`config.mk`:
```
export PLATFORM = sky130hd
export DESIGN_NAME = mem_stage_access_flat
export DESIGN_NICKNAME = d
export VERILOG_FILES = /design/src/rtl/mem_stage_access_pkg.sv /design/src/rtl/mem_stage_access_if.sv /design/src/rtl/mem_stage_access_timeout_ctr.sv /design/src/rtl/mem_stage_access.sv /design/src/flat_wrapper.sv
export SDC_FILE = /design/constraint.sdc
export NUM_CORES = 1
export LEC_CHECK = 0
export ABC_AREA = 1
export BUFFER_PORTS_ARGS = -buffer_cell sky130_fd_sc_hd__buf_4
export CAP_MARGIN = 0
export CELL_PAD_IN_SITES_DETAIL_PLACEMENT = 0
export CELL_PAD_IN_SITES_GLOBAL_PLACEMENT = 1
export CORE_ASPECT_RATIO = 2
export CORE_MARGIN = 4
export CORE_UTILIZATION = 40
export CTS_BUF_LIST = sky130_fd_sc_hd__clkbuf_4
export DETAILED_ROUTE_END_ITERATION = 8
export MAX_ROUTING_LAYER = met4
export PLACE_DENSITY = 0.95
export SLEW_MARGIN = 20
export SYNTH_ARGS = -nofsm -noshare
export SYNTH_HDL_FRONTEND = slang
export SYNTH_SLANG_ARGS = --single-unit
```
`constraint.sdc`:
```
create_clock -name clk -period 2 [get_ports clk]
set_input_delay 0.3 -clock clk [delete_from_list [all_inputs] [get_ports clk]]
set_output_delay 0.3 -clock clk [all_outputs]
set_load 0.005 [all_outputs]
```
`src/rtl/mem_stage_access_pkg.sv`:
```
// Shared types and defaults for the MEM stage: FSM state encoding,
// parameter defaults and the alignment decode used by the top level.
package mem_stage_access_pkg;

  typedef enum logic [1:0] {
    ST_IDLE = 2'd0,
    ST_BUSY = 2'd1,
    ST_DONE = 2'd2
  } state_t;

  localparam int unsigned DATA_W_DEF  = 32;
  localparam int unsigned TIMEOUT_DEF = 16;

  // Word accesses only: any set bit in the byte offset is misaligned.
  function automatic logic is_misaligned(input logic [1:0] byte_off);
    return byte_off != 2'b00;
  endfunction

endpackage

```
`src/rtl/mem_stage_access_if.sv`:
```
// Data-memory req/ack bus. The MEM stage is the master; the memory
// (or its model) is the slave.
interface mem_stage_access_if
  import mem_stage_access_pkg::*;
#(
  parameter int unsigned DATA_W = DATA_W_DEF
);
  logic              dmem_req;
  logic              dmem_we;
  logic [DATA_W-1:0] dmem_addr;
  logic [DATA_W-1:0] dmem_wdata;
  logic              dmem_ack;
  logic [DATA_W-1:0] dmem_rdata;

  modport master (
    output dmem_req, dmem_we, dmem_addr, dmem_wdata,
    input  dmem_ack, dmem_rdata
  );

  modport slave (
    input  dmem_req, dmem_we, dmem_addr, dmem_wdata,
    output dmem_ack, dmem_rdata
  );
endinterface

```
`src/rtl/mem_stage_access_timeout_ctr.sv`:
```
// Bus-timeout counter: cleared while no access is outstanding, counts
// BUSY cycles without ack, flags the last allowed cycle.
module mem_timeout_ctr
  import mem_stage_access_pkg::*;
#(
  parameter int unsigned TIMEOUT = TIMEOUT_DEF
) (
  input  logic clk,
  input  logic reset,
  input  logic clear_i,
  input  logic en_i,
  output logic expire_o
);
  localparam int unsigned CW = $clog2(TIMEOUT);
  localparam logic [CW-1:0] LAST = CW'(TIMEOUT - 1);

  logic [CW-1:0] cnt_q, cnt_d;

  // Next count: clear has priority over enable.
  always_comb begin
    cnt_d = cnt_q;
    if (clear_i) begin
      cnt_d = '0;
    end else if (en_i) begin
      cnt_d = cnt_q + CW'(1);
    end
  end

  // Count register.
  always_ff @(posedge clk) begin
    if (reset) begin
      cnt_q <= '0;
    end else begin
      cnt_q <= cnt_d;
    end
  end

  assign expire_o = (cnt_q == LAST);

endmodule

```
`src/rtl/mem_stage_access.sv`:
```
// MEM pipeline stage: consumes the EX/MEM bundle, performs loads/stores
// over the req/ack data bus, stalls the front of the pipe while an access
// is outstanding and registers the MEM/WB boundary.
module mem_stage_access
  import mem_stage_access_pkg::*;
#(
  parameter int unsigned DATA_W  = DATA_W_DEF,
  parameter int unsigned TIMEOUT = TIMEOUT_DEF
) (
  input  logic              clk,
  input  logic              reset,
  input  logic              MEM_RegWrite,
  input  logic              MEM_MemToReg,
  input  logic              MEM_MemWrite,
  input  logic [4:0]        MEM_WriteReg,
  input  logic [DATA_W-1:0] MEM_WriteData,
  input  logic [DATA_W-1:0] MEM_AluResult,
  input  logic [31:0]       MEM_PC,
  input  logic [31:0]       MEM_Instr,
  mem_stage_access_if.master dmem,
  output logic              mem_stall,
  output logic              WB_RegWrite,
  output logic [4:0]        WB_WriteReg,
  output logic [DATA_W-1:0] WB_Result,
  output logic [31:0]       WB_PC,
  output logic [31:0]       WB_Instr,
  output logic              align_err,
  output logic              bus_err
);

  state_t state_q, state_d;

  // Bus drive registers
  logic              req_q, req_d;
  logic              we_q, we_d;
  logic [DATA_W-1:0] addr_q, addr_d;
  logic [DATA_W-1:0] wdata_q, wdata_d;

  // Instruction bundle captured at launch, plus load data captured on ack
  logic              cap_rw_q, cap_rw_d;
  logic              cap_m2r_q, cap_m2r_d;
  logic [4:0]        cap_wreg_q, cap_wreg_d;
  logic [DATA_W-1:0] cap_alu_q, cap_alu_d;
  logic [31:0]       cap_pc_q, cap_pc_d;
  logic [31:0]       cap_instr_q, cap_instr_d;
  logic [DATA_W-1:0] rdata_q, rdata_d;

  // MEM/WB boundary and error pulses
  logic              wb_rw_q, wb_rw_d;
  logic [4:0]        wb_wreg_q, wb_wreg_d;
  logic [DATA_W-1:0] wb_res_q, wb_res_d;
  logic [31:0]       wb_pc_q, wb_pc_d;
  logic [31:0]       wb_instr_q, wb_instr_d;
  logic              align_q, align_d;
  logic              berr_q, berr_d;

  logic access, misal, launch;
  logic ctr_clr, ctr_en, ctr_expire;

  mem_timeout_ctr #(
    .TIMEOUT(TIMEOUT)
  ) u_timeout (
    .clk      (clk),
    .reset    (reset),
    .clear_i  (ctr_clr),
    .en_i     (ctr_en),
    .expire_o (ctr_expire)
  );

  // Access decode and stall; stall is forced low while reset is held.
  always_comb begin
    access    = MEM_MemToReg | MEM_MemWrite;
    misal     = is_misaligned(MEM_AluResult[1:0]);
    launch    = (state_q == ST_IDLE) && access && !misal;
    mem_stall = !reset && (launch || (state_q == ST_BUSY));
  end

  // Next-state and datapath decode for the IDLE -> BUSY -> DONE sequence.
  always_comb begin
    state_d     = state_q;
    req_d       = req_q;
    we_d        = we_q;
    addr_d      = addr_q;
    wdata_d     = wdata_q;
    cap_rw_d    = cap_rw_q;
    cap_m2r_d   = cap_m2r_q;
    cap_wreg_d  = cap_wreg_q;
    cap_alu_d   = cap_alu_q;
    cap_pc_d    = cap_pc_q;
    cap_instr_d = cap_instr_q;
    rdata_d     = rdata_q;
    wb_rw_d     = 1'b0;
    wb_wreg_d   = wb_wreg_q;
    wb_res_d    = wb_res_q;
    wb_pc_d     = wb_pc_q;
    wb_instr_d  = wb_instr_q;
    align_d     = 1'b0;
    berr_d      = 1'b0;
    ctr_clr     = 1'b0;
    ctr_en      = 1'b0;

    case (state_q)
      ST_IDLE: begin
        ctr_clr = 1'b1;
        if (!access) begin
          wb_rw_d    = MEM_RegWrite;
          wb_wreg_d  = MEM_WriteReg;
          wb_res_d   = MEM_AluResult;
          wb_pc_d    = MEM_PC;
          wb_instr_d = MEM_Instr;
        end else if (misal) begin
          align_d = 1'b1;
        end else begin
          state_d     = ST_BUSY;
          req_d       = 1'b1;
          we_d        = MEM_MemWrite;
          addr_d      = MEM_AluResult;
          wdata_d     = MEM_WriteData;
          cap_rw_d    = MEM_RegWrite;
          cap_m2r_d   = MEM_MemToReg;
          cap_wreg_d  = MEM_WriteReg;
          cap_alu_d   = MEM_AluResult;
          cap_pc_d    = MEM_PC;
          cap_instr_d = MEM_Instr;
        end
      end
      ST_BUSY: begin
        if (dmem.dmem_ack) begin
          state_d = ST_DONE;
          req_d   = 1'b0;
          rdata_d = dmem.dmem_rdata;
        end else if (ctr_expire) begin
          state_d = ST_DONE;
          req_d   = 1'b0;
          berr_d  = 1'b1;
        end else begin
          ctr_en = 1'b1;
        end
      end
      ST_DONE: begin
        // bus_err is still high in DONE after a timeout, which squashes the write.
        state_d    = ST_IDLE;
        wb_rw_d    = cap_rw_q & !berr_q;
        wb_wreg_d  = cap_wreg_q;
        wb_res_d   = cap_m2r_q ? rdata_q : cap_alu_q;
        wb_pc_d    = cap_pc_q;
        wb_instr_d = cap_instr_q;
      end
      default: begin
        state_d = ST_IDLE;
        req_d   = 1'b0;
      end
    endcase
  end

  // State and register update with synchronous reset.
  always_ff @(posedge clk) begin
    if (reset) begin
      state_q     <= ST_IDLE;
      req_q       <= 1'b0;
      we_q        <= 1'b0;
      addr_q      <= '0;
      wdata_q     <= '0;
      cap_rw_q    <= 1'b0;
      cap_m2r_q   <= 1'b0;
      cap_wreg_q  <= '0;
      cap_alu_q   <= '0;
      cap_pc_q    <= '0;
      cap_instr_q <= '0;
      rdata_q     <= '0;
      wb_rw_q     <= 1'b0;
      wb_wreg_q   <= '0;
      wb_res_q    <= '0;
      wb_pc_q     <= '0;
      wb_instr_q  <= '0;
      align_q     <= 1'b0;
      berr_q      <= 1'b0;
    end else begin
      state_q     <= state_d;
      req_q       <= req_d;
      we_q        <= we_d;
      addr_q      <= addr_d;
      wdata_q     <= wdata_d;
      cap_rw_q    <= cap_rw_d;
      cap_m2r_q   <= cap_m2r_d;
      cap_wreg_q  <= cap_wreg_d;
      cap_alu_q   <= cap_alu_d;
      cap_pc_q    <= cap_pc_d;
      cap_instr_q <= cap_instr_d;
      rdata_q     <= rdata_d;
      wb_rw_q     <= wb_rw_d;
      wb_wreg_q   <= wb_wreg_d;
      wb_res_q    <= wb_res_d;
      wb_pc_q     <= wb_pc_d;
      wb_instr_q  <= wb_instr_d;
      align_q     <= align_d;
      berr_q      <= berr_d;
    end
  end

  assign dmem.dmem_req   = req_q;
  assign dmem.dmem_we    = we_q;
  assign dmem.dmem_addr  = addr_q;
  assign dmem.dmem_wdata = wdata_q;

  assign WB_RegWrite = wb_rw_q;
  assign WB_WriteReg = wb_wreg_q;
  assign WB_Result   = wb_res_q;
  assign WB_PC       = wb_pc_q;
  assign WB_Instr    = wb_instr_q;
  assign align_err   = align_q;
  assign bus_err     = berr_q;

endmodule
```
`src/flat_wrapper.sv`:
```
// flat-port wrapper written by rule: the top's interface ports become plain ports
module mem_stage_access_flat import mem_stage_access_pkg::*;
#(
  parameter int unsigned DATA_W  = DATA_W_DEF,
  parameter int unsigned TIMEOUT = TIMEOUT_DEF
)
  (clk, reset, MEM_RegWrite, MEM_MemToReg, MEM_MemWrite, MEM_WriteReg, MEM_WriteData, MEM_AluResult, MEM_PC, MEM_Instr, mem_stall, WB_RegWrite, WB_WriteReg, WB_Result, WB_PC, WB_Instr, align_err, bus_err, dmem_dmem_req, dmem_dmem_we, dmem_dmem_addr, dmem_dmem_wdata, dmem_dmem_ack, dmem_dmem_rdata);
  mem_stage_access_if #(.DATA_W(DATA_W)) dmem_i ();
  input  logic clk;
  input  logic reset;
  input  logic MEM_RegWrite;
  input  logic MEM_MemToReg;
  input  logic MEM_MemWrite;
  input  logic [4:0] MEM_WriteReg;
  input  logic [DATA_W-1:0] MEM_WriteData;
  input  logic [DATA_W-1:0] MEM_AluResult;
  input  logic [31:0] MEM_PC;
  input  logic [31:0] MEM_Instr;
  output logic mem_stall;
  output logic WB_RegWrite;
  output logic [4:0] WB_WriteReg;
  output logic [DATA_W-1:0] WB_Result;
  output logic [31:0] WB_PC;
  output logic [31:0] WB_Instr;
  output logic align_err;
  output logic bus_err;
  output wire logic [$bits(dmem_i.dmem_req)-1:0] dmem_dmem_req;
  output wire logic [$bits(dmem_i.dmem_we)-1:0] dmem_dmem_we;
  output wire logic [$bits(dmem_i.dmem_addr)-1:0] dmem_dmem_addr;
  output wire logic [$bits(dmem_i.dmem_wdata)-1:0] dmem_dmem_wdata;
  input wire logic [$bits(dmem_i.dmem_ack)-1:0] dmem_dmem_ack;
  input wire logic [$bits(dmem_i.dmem_rdata)-1:0] dmem_dmem_rdata;
  assign dmem_dmem_req = dmem_i.dmem_req;
  assign dmem_dmem_we = dmem_i.dmem_we;
  assign dmem_dmem_addr = dmem_i.dmem_addr;
  assign dmem_dmem_wdata = dmem_i.dmem_wdata;
  assign dmem_i.dmem_ack = dmem_dmem_ack;
  assign dmem_i.dmem_rdata = dmem_dmem_rdata;
  mem_stage_access #(.DATA_W(DATA_W), .TIMEOUT(TIMEOUT)) u_core (.clk(clk), .reset(reset), .MEM_RegWrite(MEM_RegWrite), .MEM_MemToReg(MEM_MemToReg), .MEM_MemWrite(MEM_MemWrite), .MEM_WriteReg(MEM_WriteReg), .MEM_WriteData(MEM_WriteData), .MEM_AluResult(MEM_AluResult), .MEM_PC(MEM_PC), .MEM_Instr(MEM_Instr), .dmem(dmem_i), .mem_stall(mem_stall), .WB_RegWrite(WB_RegWrite), .WB_WriteReg(WB_WriteReg), .WB_Result(WB_Result), .WB_PC(WB_PC), .WB_Instr(WB_Instr), .align_err(align_err), .bus_err(bus_err));
endmodule
```
==> results of run 1 <==
==> Yosys cell counts, types with 2 or more instances <==
library cell	count	area, µm²
a21oi_1	236	1181
inv_2	4	15.01
o21ai_0	70	350.3
o211ai_1	32	240.2
nor2_1	146	548.0
clkbuf_1	68	255.2
inv_1	62	232.7
buf_4	2	15.01
buf_2	37	185.2
o21ai_1	102	510.5
nand2_1	452	1697
buf_1	8	30.03
nand3_1	7	35.03
nor2_2	2	12.51
dfxtp_1	279	5585
nor3_1	2	10.01
==> flip-flops by register name (all words and copies together), names as in the netlist <==
signal                  flops
u_core.WB_Instr            32
u_core.dmem.dmem_wdata     32
u_core.u_timeout.cnt_q      4
u_core.WB_WriteReg          5
u_core.cap_rw_q             1
u_core.cap_m2r_q            1
u_core.WB_PC               32
u_core.rdata_q             32
u_core.WB_RegWrite          1
u_core.dmem.dmem_req        1
u_core.cap_instr_q         32
u_core.cap_wreg_q           5
u_core.bus_err              1
u_core.WB_Result           32
u_core.align_err            1
u_core.cap_alu_q           32
u_core.dmem.dmem_we         1
u_core.state_q              2
u_core.cap_pc_q            32
==> tightest hold or removal path: stages <==
cell	delay [ns]
dlygate4sd3_1	0.53
buf_4	0.10
nand2_1	0.04
a21oi_1	0.10
==> per-stage QoR <==
stage | util [%] | instance area [µm²] | hold WS [ns] | std cells | power [W]
finish | 61.15 | 16450 | 0.4049 | 2397 | 0.01290
global route | 61.15 | 16450 | 0.3384 | 2397 | 0.01359
CTS | 61.07 | 16430 | 0.2913 | 2392 | 0.01305
detailed placement | 51.46 | 13850 | 0.4413 | 2112 | 0.008024
global placement | 51.46 | 13850 | 0.4324 | 2112 | 0.007998
floorplan | - | 10940 | 0.3785 | 1513 | 0.007002
==> cell families (layout without fill, tap and decap cells) <==
logic type / Yosys count / count (layout) / synth area share [%]
AND/OR/NAND/NOR: 612 / 612 / 21.25
AO/OA/AOI/OAI: 440 / 440 / 20.86
flip-flops: 279 / 279 / 51.06
buffers and inverters: 181 / 713 / 6.703
adder cells (fa/ha/maj): 1 / 1 / 0.1144
other: 0 / 4 / 0
==> report_power, final <==
part / leakage (nW) / switching [W] / internal, W
clock network: 0.484 / 0.00221 / 0.00247
registers: 2.28 / 0.000197 / 0.00590
logic: 4.39 / 0.00105 / 0.00108
==> final cells by class <==
type                    instances  area, µm²
fillers                      2414      10450
flip-flops and latches        279       5592
repair buffers                543       4682
multi-input cells            1053       4666
clock buffers                  91      683.2
well taps                     348      435.4
inverters                      66      257.7
clock inverters                13      128.9
diodes                          4      10.01
==> worst max-delay path by stage <==
stage / cells after the start / from / end
2_1_floorplan: 5 / u_core.state_q[1]$_SDFFE_PP0P_ / mem_stall
3_3_place_gp: 7 / MEM_AluResult[0] / u_core.cap_instr_q[14]$_SDFFE_PP0P_
3_5_place_dp: 7 / MEM_AluResult[0] / u_core.cap_instr_q[29]$_SDFFE_PP0P_
4_1_cts: 5 / u_core.state_q[0]$_SDFFE_PP0P_ / mem_stall
5_1_grt: 4 / u_core.state_q[1]$_SDFFE_PP0P_ / mem_stall
6_report: 6 / MEM_AluResult[0] / mem_stall
==> routing by layer <==
layer  global-route usage (%)  wire (µm)  up-vias
li1                         -          -     5937
met1                    26.96      14290     5654
met2                    45.49      20840      454
met3                    5.610       2287      112
met4                    13.98       1747        0
met5                        -          0        -
==> timing repair <==
item	CTS	global route
endpoints found under the hold margin	275	0
setup endpoints to repair	1	1
pin swaps	2	2
setup buffers	4	1
resized for setup	8	2
hold buffers	172	0
==> run_results.csv, run 1 <==
group,metric,value,unit
outcome,outcome,"completed",
cells_and_area,drive_gt1_share,23.72,%
sta,fin_crit,1.935,ns
synth,synth_edf_count,0,
cts,cts.sinks,279,
floorplan,die_area,0.03022,mm²
run,drv_cap,0,
synth,syn_inst,1513,
sta,slew_violations,0,
global_route,grt_max_degree,87,
power_and_ir_drop,max-vdd-ir-drop,0.5717,mV
floorplan,die_h,241.9,µm
worst_setup_path,ff2ff_setup_slack,0.20,ns
cts,clockRootBuffer,"clkbuf_4",
worst_setup_path,r2r-end,"u_core.WB_PC[10]$_SDFFE_PP0P_",
worst_setup_path,worstPathMaxFanout,2,
min_path,min-delay-start,"MEM_WriteData[31]",
synth,yosys_warnings,0,
power_and_ir_drop,pwr_density_cell,783.8,mW/mm²
min_path,hold_class,"in -> reg",
drt,ant_nets,0,
worst_setup_path,slowest_delay,0.55,ns
worst_setup_path,worst_path_most_repeated_cell,"buf_4",
global_route,antenna_found_initial,4,
sta,fmax,516.8,MHz
cts,htreeDepth,3,
floorplan,start_util,40.65,%
synth,synth-seq-cells,279,
cells_and_area,finalNetCount,2181,
placed_design,io_buffers,341,
synth,ys_async_sr_fraction,0,%
worst_setup_path,reg2reg_depth,8,
worst_setup_path,critPathRequiredTime,1.70,ns
drt,post_drt_wl_per_cell,16.34,µm
sta,tightest_slew,0.8367,ns
synth,synth_fp_nets,1685,
sta,hold_viol_final,0,
global_route,grt_pass1_wl,62660,µm
drt,route.detailed.drc,0,
drt,drt_iter0_drc,684,
min_path,holdPathEnd,"u_core.dmem.dmem_wdata[31]$_SDFFE_PP0P_",
worst_setup_path,regToRegStartpoint,"u_core.state_q[1]$_SDFFE_PP0P_",
worst_setup_path,crit_path_top_delay_cell,"dlygate4sd3_1",
worst_setup_path,crit_type,"in -> out",
cts,numCtsBuffers,66,
synth,syn_avg_cell_area,7.229,µm²
worst_setup_path,worst-path-buf-inv,3,
power_and_ir_drop,p_leak,7.156,nW
sta,setup_tns,0,ns
floorplan,die_w,124.9,µm
floorplan,ioPinCount,342,
synth,ys_seq_area_share,51.06,%
placed_design,post-place-ws,0.2529,ns
cts,clkTransAtPathRegs,0.07,ns
placed_design,dp_hpwl,24750,µm
drt,num_vias,12160,
cts,cts_tree,"built",
worst_setup_path,crit_path_start_kind,"primary input",
global_route,grt_pass1_vias,12030,
floorplan,core_area,0.02691,mm²
min_path,whs_path_depth,4,
drt,firstDrtPassIters,5,
sta,max-slew-margin-rel,44.22,%
global_route,grt_overflow,0,
synth,ys_types,20,
synth,netlist_area,0.01094,mm²
placed_design,gp_congestion,0.8396,
sta,rsz0062_at_grt,"yes",
cts,clk-insertion-delay-late,0.71,ns
cells_and_area,final_common_cell,"nand2_1",
sta,period_share,96.74,%
global_route,grt.total_usage,25.96,%
worst_setup_path,path_cells,"dlygate4sd3_1 > buf_4 > nor2_1 > nand3_4 > a21oi_2 > buf_4",
sta,fin_skew,0.03646,ns
floorplan,num_rows,85,
synth,synth_ff_type,"dfxtp_1",
cells_and_area,area_growth,50.43,%
worst_setup_path,critPathTopFamily,"buffers and inverters",
drt,drt-total-wl,39160,µm
sta,setup_viol,0,
sta,worst_slack,0.06514,ns
cells_and_area,final_cell_mix,"449 x nand2_1, 357 x buf_4, 276 x dfxtp_1, 235 x a21oi_1, 172 x dlygate4sd3_1",
drt,via_per_inst,5.072,
worst_setup_path,worstSetupEndpointType,"primary output",
worst_setup_path,crit_arrival,1.63,ns
cts,clock_path_buffers,3,
(Power assumes the default switching activity.)
==> run 2, diff against run 1 <==
CORE_UTILIZATION = 30   (was 40)
PLACE_DENSITY = 0.79   (was 0.95)
==> run 2 against run 1 <==
Clock skew up 0.0066 ns. Combinational power about the same. Final cell count grew 4.7%. Non-clock buffer count up 3. Critical path type unchanged.
==> run_results.csv, run 2 (same netlist as run 1, synthesis figures left out) <==
group,metric,value,unit
sta,fmax,518.2,MHz
drt,via_per_inst,4.790,
global_route,grt_busiest_layer,"met2",
drt,num_vias,12020,
floorplan,start_util,30.45,%
cts,cts.sinks,279,
worst_setup_path,regToRegStartpoint,"u_core.state_q[1]$_SDFFE_PP0P_",
sta,setup_viol,0,
worst_setup_path,crit_path_start_kind,"primary input",
global_route,global_route.usage.met3,3.508,%
global_route,grt_max_degree,87,
worst_setup_path,critPathRequiredTime,1.70,ns
global_route,grt_util_met2,36.19,%
placed_design,dp_hpwl,26620,µm
worst_setup_path,ff2ff_setup_slack,0.19,ns
power_and_ir_drop,combPwrFrac,16.6,%
drt,drt_iter0_drc,543,
drt,drt-total-wl,41480,µm
outcome,outcome,"completed",
worst_setup_path,reg2reg_depth,9,
cells_and_area,multi_input_area,0.004666,mm²
worst_setup_path,worstSetupEndpointType,"primary output",
power_and_ir_drop,switching_share,27.86,%
placed_design,gp_congestion,0.8609,
global_route,grt_util_met1,21.24,%
drt,route.detailed.drc,0,
drt,ant_nets,0,
worst_setup_path,crit_type,"in -> out",
cells_and_area,final_common_cell,"nand2_1",
global_route,grt_pass1_wl,64220,µm
sta,period_share,96.48,%
cells_and_area,area_growth,51.28,%
cts,htreeDepth,3,
cts,cts_tree,"built",
floorplan,core_area,0.03593,mm²
worst_setup_path,crit_arrival,1.63,ns
cells_and_area,utilization,46.06,%
sta,whs,0.3694,ns
sta,slew_violations,0,
worst_setup_path,worstPathMaxFanout,2,
floorplan,die_h,278.0,µm
floorplan,die_area,0.03976,mm²
sta,hold_viol_final,0,
global_route,antenna_found_initial,9,
run,drv_cap,0,
global_route,grt.total_usage,20.85,%
floorplan,num_rows,98,
cells_and_area,regArea,0.005592,mm²
power_and_ir_drop,p_clk_share,36.1,%
cts,clk-insertion-delay-late,0.71,ns
sta,fin_crit,1.930,ns
sta,rsz0062_at_grt,"yes",
sta,max-slew-margin-rel,48.36,%
drt,firstDrtPassIters,5,
sta,worst_slack,0.07042,ns
power_and_ir_drop,seq_power_share,47.3,%
sta,fin_skew,0.04307,ns
cells_and_area,final_cell_mix,"449 x nand2_1, 366 x buf_4, 276 x dfxtp_1, 235 x a21oi_1, 170 x dlygate4sd3_1",
floorplan,ioPinCount,342,
drt,post_drt_wl_per_cell,16.53,µm
power_and_ir_drop,finalPower,0.01288,W
worst_setup_path,r2r-end,"u_core.WB_Result[23]$_SDFFE_PP0P_",
cells_and_area,finalNetCount,2186,
cells_and_area,nFillCells,3576,
power_and_ir_drop,p_int,0.009293,W
power_and_ir_drop,p_leak,7.140,nW
global_route,grt_pass1_vias,12160,
cts,numCtsBuffers,68,
worst_setup_path,startpoint,"MEM_AluResult[0]",
placed_design,io_buffers,341,
placed_design,post-place-ws,0.2286,ns
cts,clockRootBuffer,"clkbuf_4",
power_and_ir_drop,max-vdd-ir-drop,0.4544,mV
power_and_ir_drop,p_sw,0.003589,W
worst_setup_path,crit_end,"mem_stall",
sta,tightest_slew,0.7746,ns
power_and_ir_drop,pwr_density_cell,778.5,mW/mm²
global_route,grt_overflow,0,
cts,clkTransAtPathRegs,0.07,ns
floorplan,die_w,143.0,µm
min_path,hold_class,"in -> reg",
cts,clock_path_buffers,3,
cells_and_area,drive_gt1_share,23.94,%
[run 2: power by group through the flow]
stage | Sequential [W] | Combinational, W | Clock (W)
global placement | 0.00621 | 0.00183 | 0
global route | 0.00612 | 0.00235 | 0.00517
CTS | 0.00609 | 0.00215 | 0.00487
finish | 0.00609 | 0.00214 | 0.00465
floorplan | 0.00619 | 0.000813 | 0
detailed placement | 0.00621 | 0.00185 | 0
[run 2: critical path: stages]
cell	delay, ns
dlygate4sd3_1	0.54
buf_4	0.14
nor2_1	0.27
nand3_4	0.11
a21oi_2	0.13
buf_4	0.14
[run 2: layer usage]
layer,routed length [µm],up-vias
met4,2453,0
met3,2246,136
met5,0,-
met2,21700,445
li1,-,5933
met1,15080,5510
[run 2: how the worst min path moves through the flow]
| stage | cells after the start | endpoint | start |
|---|---|---|---|
| after floorplan | 1 | u_core.bus_err$_SDFF_PP0_ | dmem_dmem_ack |
| after global placement | 2 | u_core.cap_pc_q[24]$_SDFFE_PP0P_ | u_core.cap_pc_q[24]$_SDFFE_PP0P_ |
| after detailed placement | 2 | u_core.cap_pc_q[26]$_SDFFE_PP0P_ | u_core.cap_pc_q[26]$_SDFFE_PP0P_ |
| after CTS | 3 | u_core.bus_err$_SDFF_PP0_ | dmem_dmem_ack |
| after global routing | 3 | u_core.bus_err$_SDFF_PP0_ | dmem_dmem_ack |
| final | 3 | u_core.bus_err$_SDFF_PP0_ | dmem_dmem_ack |
[run 2: what timing repair did]
| action | 4_1_cts | 5_1_grt |
|---|---|---|
| pin swaps | 2 | 1 |
| hold endpoints to repair | 275 | 0 |
| gates resized for setup | 9 | 0 |
| hold buffers | 170 | 0 |
| setup endpoints to repair | 1 | 1 |
| buffers inserted | 4 | 1 |
[run 2: area by class of cell]
cell class / count / share of cell area (%)
diodes: 9 / 0.1361
clock inverters: 18 / 0.7940
flip-flops and latches: 279 / 33.79
inverters: 66 / 1.543
well taps: 450 / 3.403
repair buffers: 546 / 28.10
multi-input cells: 1053 / 28.20
clock buffers: 89 / 4.038
[run 2: through the flow]
stage	cells	area, µm²	TNS [ns]
finish	2510	16550	0
global route	2510	16550	-0.03237
CTS	2500	16520	0
detailed placement	2219	13960	0
global placement	2219	13960	0
floorplan	1513	10940	0
==> run 3, diff against run 2 <==
ABC_AREA = default   (was 1)
PLACE_DENSITY = 0.74   (was 0.79)
==> run 3 against run 2 <==
Utilization is 0.66 points lower. Clock-buffer cell count is 10 higher. First-iteration DRC count is 1.8% lower. Clock skew is 0.0066 ns lower. Register-to-register slack worse by 0.08 ns. Global-route usage is 0.36 points higher. Largest cell class is now multi-input gates. Largest power group unchanged.
==> run_results.csv, run 3 <==
group,metric,value,unit
cts,clock_path_buffers,3,
cts,cts_tree,"built",
drt,ant_nets,0,
synth,ys_async_sr_fraction,0,%
cells_and_area,final_common_cell,"buf_4",
worst_setup_path,crit_path_start_kind,"primary input",
global_route,grt_pass1_wl,71250,µm
cells_and_area,finalNetCount,1973,
placed_design,post-place-ws,0.1884,ns
outcome,outcome,"completed",
drt,route.detailed.drc,0,
sta,max-slew-margin-rel,24.15,%
floorplan,core_area,0.03969,mm²
worst_setup_path,regToRegStartpoint,"u_core.state_q[1]$_SDFFE_PP0P_",
sta,period_share,99.87,%
sta,fin_skew,0.03648,ns
cts,numCtsBuffers,73,
worst_setup_path,r2r-end,"u_core.rdata_q[20]$_SDFFE_PP0P_",
sta,fmax,500.7,MHz
synth,synth_top_area_share,46.13,%
worst_setup_path,path_cells,"dlygate4sd3_1 > buf_4 > nor4_4 > nand2_2 > a21oi_2 > buf_4",
power_and_ir_drop,max-vdd-ir-drop,0.4243,mV
synth,syn_inst,1306,
worst_setup_path,ff2ff_setup_slack,0.11,ns
drt,drt_iter0_drc,533,
worst_setup_path,worst-path-buf-inv,3,
global_route,grt_overflow,0,
cells_and_area,drive_gt1_share,31.83,%
worst_setup_path,crit_path_top_delay_cell,"dlygate4sd3_1",
floorplan,num_rows,103,
global_route,grt.total_usage,21.21,%
placed_design,place_area,0.01526,mm²
cells_and_area,final_cell_mix,"362 x buf_4, 276 x dfxtp_1, 266 x a21oi_1, 180 x dlygate4sd3_1, 133 x nand2b_1",
synth,yosysMostFrequentCell,"dfxtp_1",
synth,synth_ff_type,"dfxtp_1",
sta,tightest_slew,1.135,ns
power_and_ir_drop,pwr_density_cell,747.7,mW/mm²
synth,ys_top_cells_by_count,"279 x dfxtp_1, 268 x a21oi_1, 135 x nand2b_1",
worst_setup_path,worstSetupEndpointType,"primary output",
synth,ys_types,41,
worst_setup_path,critPathRequiredTime,1.70,ns
floorplan,ioPinCount,342,
global_route,grt_max_degree,68,
power_and_ir_drop,p_int,0.009758,W
sta,rsz0062_at_grt,"yes",
min_path,whs_path_depth,3,
power_and_ir_drop,combPwrFrac,17.2,%
global_route,grt_pass1_vias,12680,
drt,num_vias,12160,
cts,htreeDepth,3,
floorplan,die_area,0.04384,mm²
power_and_ir_drop,p_sw,0.003715,W
floorplan,die_w,150.1,µm
placed_design,gp_congestion,0.8080,
floorplan,die_h,292.1,µm
synth,ys_seq_area_share,46.13,%
sta,slew_violations,0,
synth,synth_edf_count,0,
cts,clk-insertion-delay-late,0.73,ns
floorplan,start_util,30.51,%
synth,synth-seq-cells,279,
run,drv_cap,0,
worst_setup_path,worst_path_most_repeated_cell,"buf_4",
power_and_ir_drop,p_leak,7.827,nW
drt,via_per_inst,5.115,
cells_and_area,area_growth,48.81,%
min_path,holdPathEnd,"u_core.rdata_q[17]$_SDFFE_PP0P_",
sta,setup_viol,0,
min_path,hold_class,"in -> reg",
drt,firstDrtPassIters,5,
synth,yosys_warnings,0,
synth,synth_area_leaders,"dfxtp_1 46%, a21oi_1 11%, mux2i_1 8.4%, nand2b_1 7.0%, a31o_2 5.4%",
drt,drt-total-wl,47010,µm
global_route,antenna_found_initial,9,
synth,synth_fp_nets,1478,
sta,hold_viol_final,0,
sta,setup_tns,0,ns
cts,clockRootBuffer,"clkbuf_4",
worst_setup_path,reg2reg_depth,6,
cts,cts.sinks,279,
drt,post_drt_wl_per_cell,19.78,µm
cells_and_area,postLayoutCellArea,0.01802,mm²
synth,synth_top_cell_by_area,"dfxtp_1",
sta,fin_crit,1.997,ns
placed_design,io_buffers,341,
synth,netlist_area,0.01211,mm²
power_and_ir_drop,seq_power_share,45.0,%
sta,whs,0.1898,ns
worst_setup_path,crit_type,"in -> out",
min_path,min-delay-start,"reset",
cts,clkTransAtPathRegs,0.06,ns
synth,syn_avg_cell_area,9.272,µm²
power_and_ir_drop,switching_share,27.58,%
worst_setup_path,crit_arrival,1.70,ns
worst_setup_path,critPathTopFamily,"buffers and inverters",
sta,worst_slack,0.002671,ns
worst_setup_path,slowest_delay,0.54,ns
power_and_ir_drop,p_clk_share,37.8,%
worst_setup_path,worstPathMaxFanout,3,
placed_design,dp_hpwl,29730,µm
run 3: logic make-up after synthesis:
group / count (synthesis) / share of synthesized area [%]
flip-flops: 279 / 46.13
AO/OA/AOI/OAI: 512 / 27.88
AND/OR/NAND/NOR: 263 / 11.53
adder cells (fa/ha/maj): 1 / 0.1033
multiplexers: 103 / 8.524
buffers and inverters: 148 / 5.838
run 3: through the flow:
stage | power [W] | util (%) | cells
global placement | 0.008167 | 38.46 | 2069
detailed placement | 0.008200 | 38.46 | 2069
floorplan | 0.007110 | - | 1306
CTS | 0.01373 | 45.32 | 2369
finish | 0.01347 | 45.40 | 2377
global route | 0.01418 | 45.40 | 2377
run 3: layout make-up:
cell class / count / area (µm²)
repair buffers: 565 / 4962
flip-flops and latches: 279 / 5589
diodes: 8 / 20.02
well taps: 525 / 656.9
fillers: 3890 / 21670
clock buffers: 99 / 743.2
inverters: 3 / 13.76
clock inverters: 19 / 156.4
multi-input cells: 879 / 5878
run 3: what timing repair did:
| action | CTS | global route |
|---|---|---|
| pin swaps | 3 | 2 |
| hold buffers | 180 | 0 |
| setup endpoints to repair | 1 | 10 |
| buffers inserted | 2 | 0 |
| hold endpoints to repair | 272 | 0 |
| resized for setup | 3 | 2 |
run 3: worst min-delay path, cell delays in order:
cell     delay, ns
buf_6         0.20
buf_4         0.24
a21oi_1       0.12
run 3: worst max-delay path by stage:
stage | startpoint | end | slack, ns | depth (start not counted)
CTS | u_core.state_q[1]$_SDFFE_PP0P_ | mem_stall | -0.12 | 4
floorplan | reset | mem_stall | 0.42 | 5
global placement | reset | u_core.WB_Result[20]$_SDFFE_PP0P_ | 0.19 | 3
finish | MEM_AluResult[0] | mem_stall | 0.003 | 6
detailed placement | reset | u_core.WB_Result[31]$_SDFFE_PP0P_ | 0.19 | 3
global route | u_core.state_q[1]$_SDFFE_PP0P_ | mem_stall | -0.13 | 4
run 3: per-layer routing:
metal	vias to the layer above	wire [µm]	global-route usage, %
li1	5755	-	-
met1	5849	16800	20.84
met2	438	25010	38.40
met3	117	3070	4.922
met4	0	2134	10.64
met5	-	0	-
run 3: power by group through the flow:
stage                     logic (W)  registers (W)  clock network, W
after global routing        0.00248        0.00609           0.00561
final                       0.00231        0.00606           0.00510
after global placement      0.00199        0.00617                 0
after CTS                   0.00233        0.00606           0.00534
after floorplan            0.000955        0.00615                 0
after detailed placement    0.00202        0.00618                 0
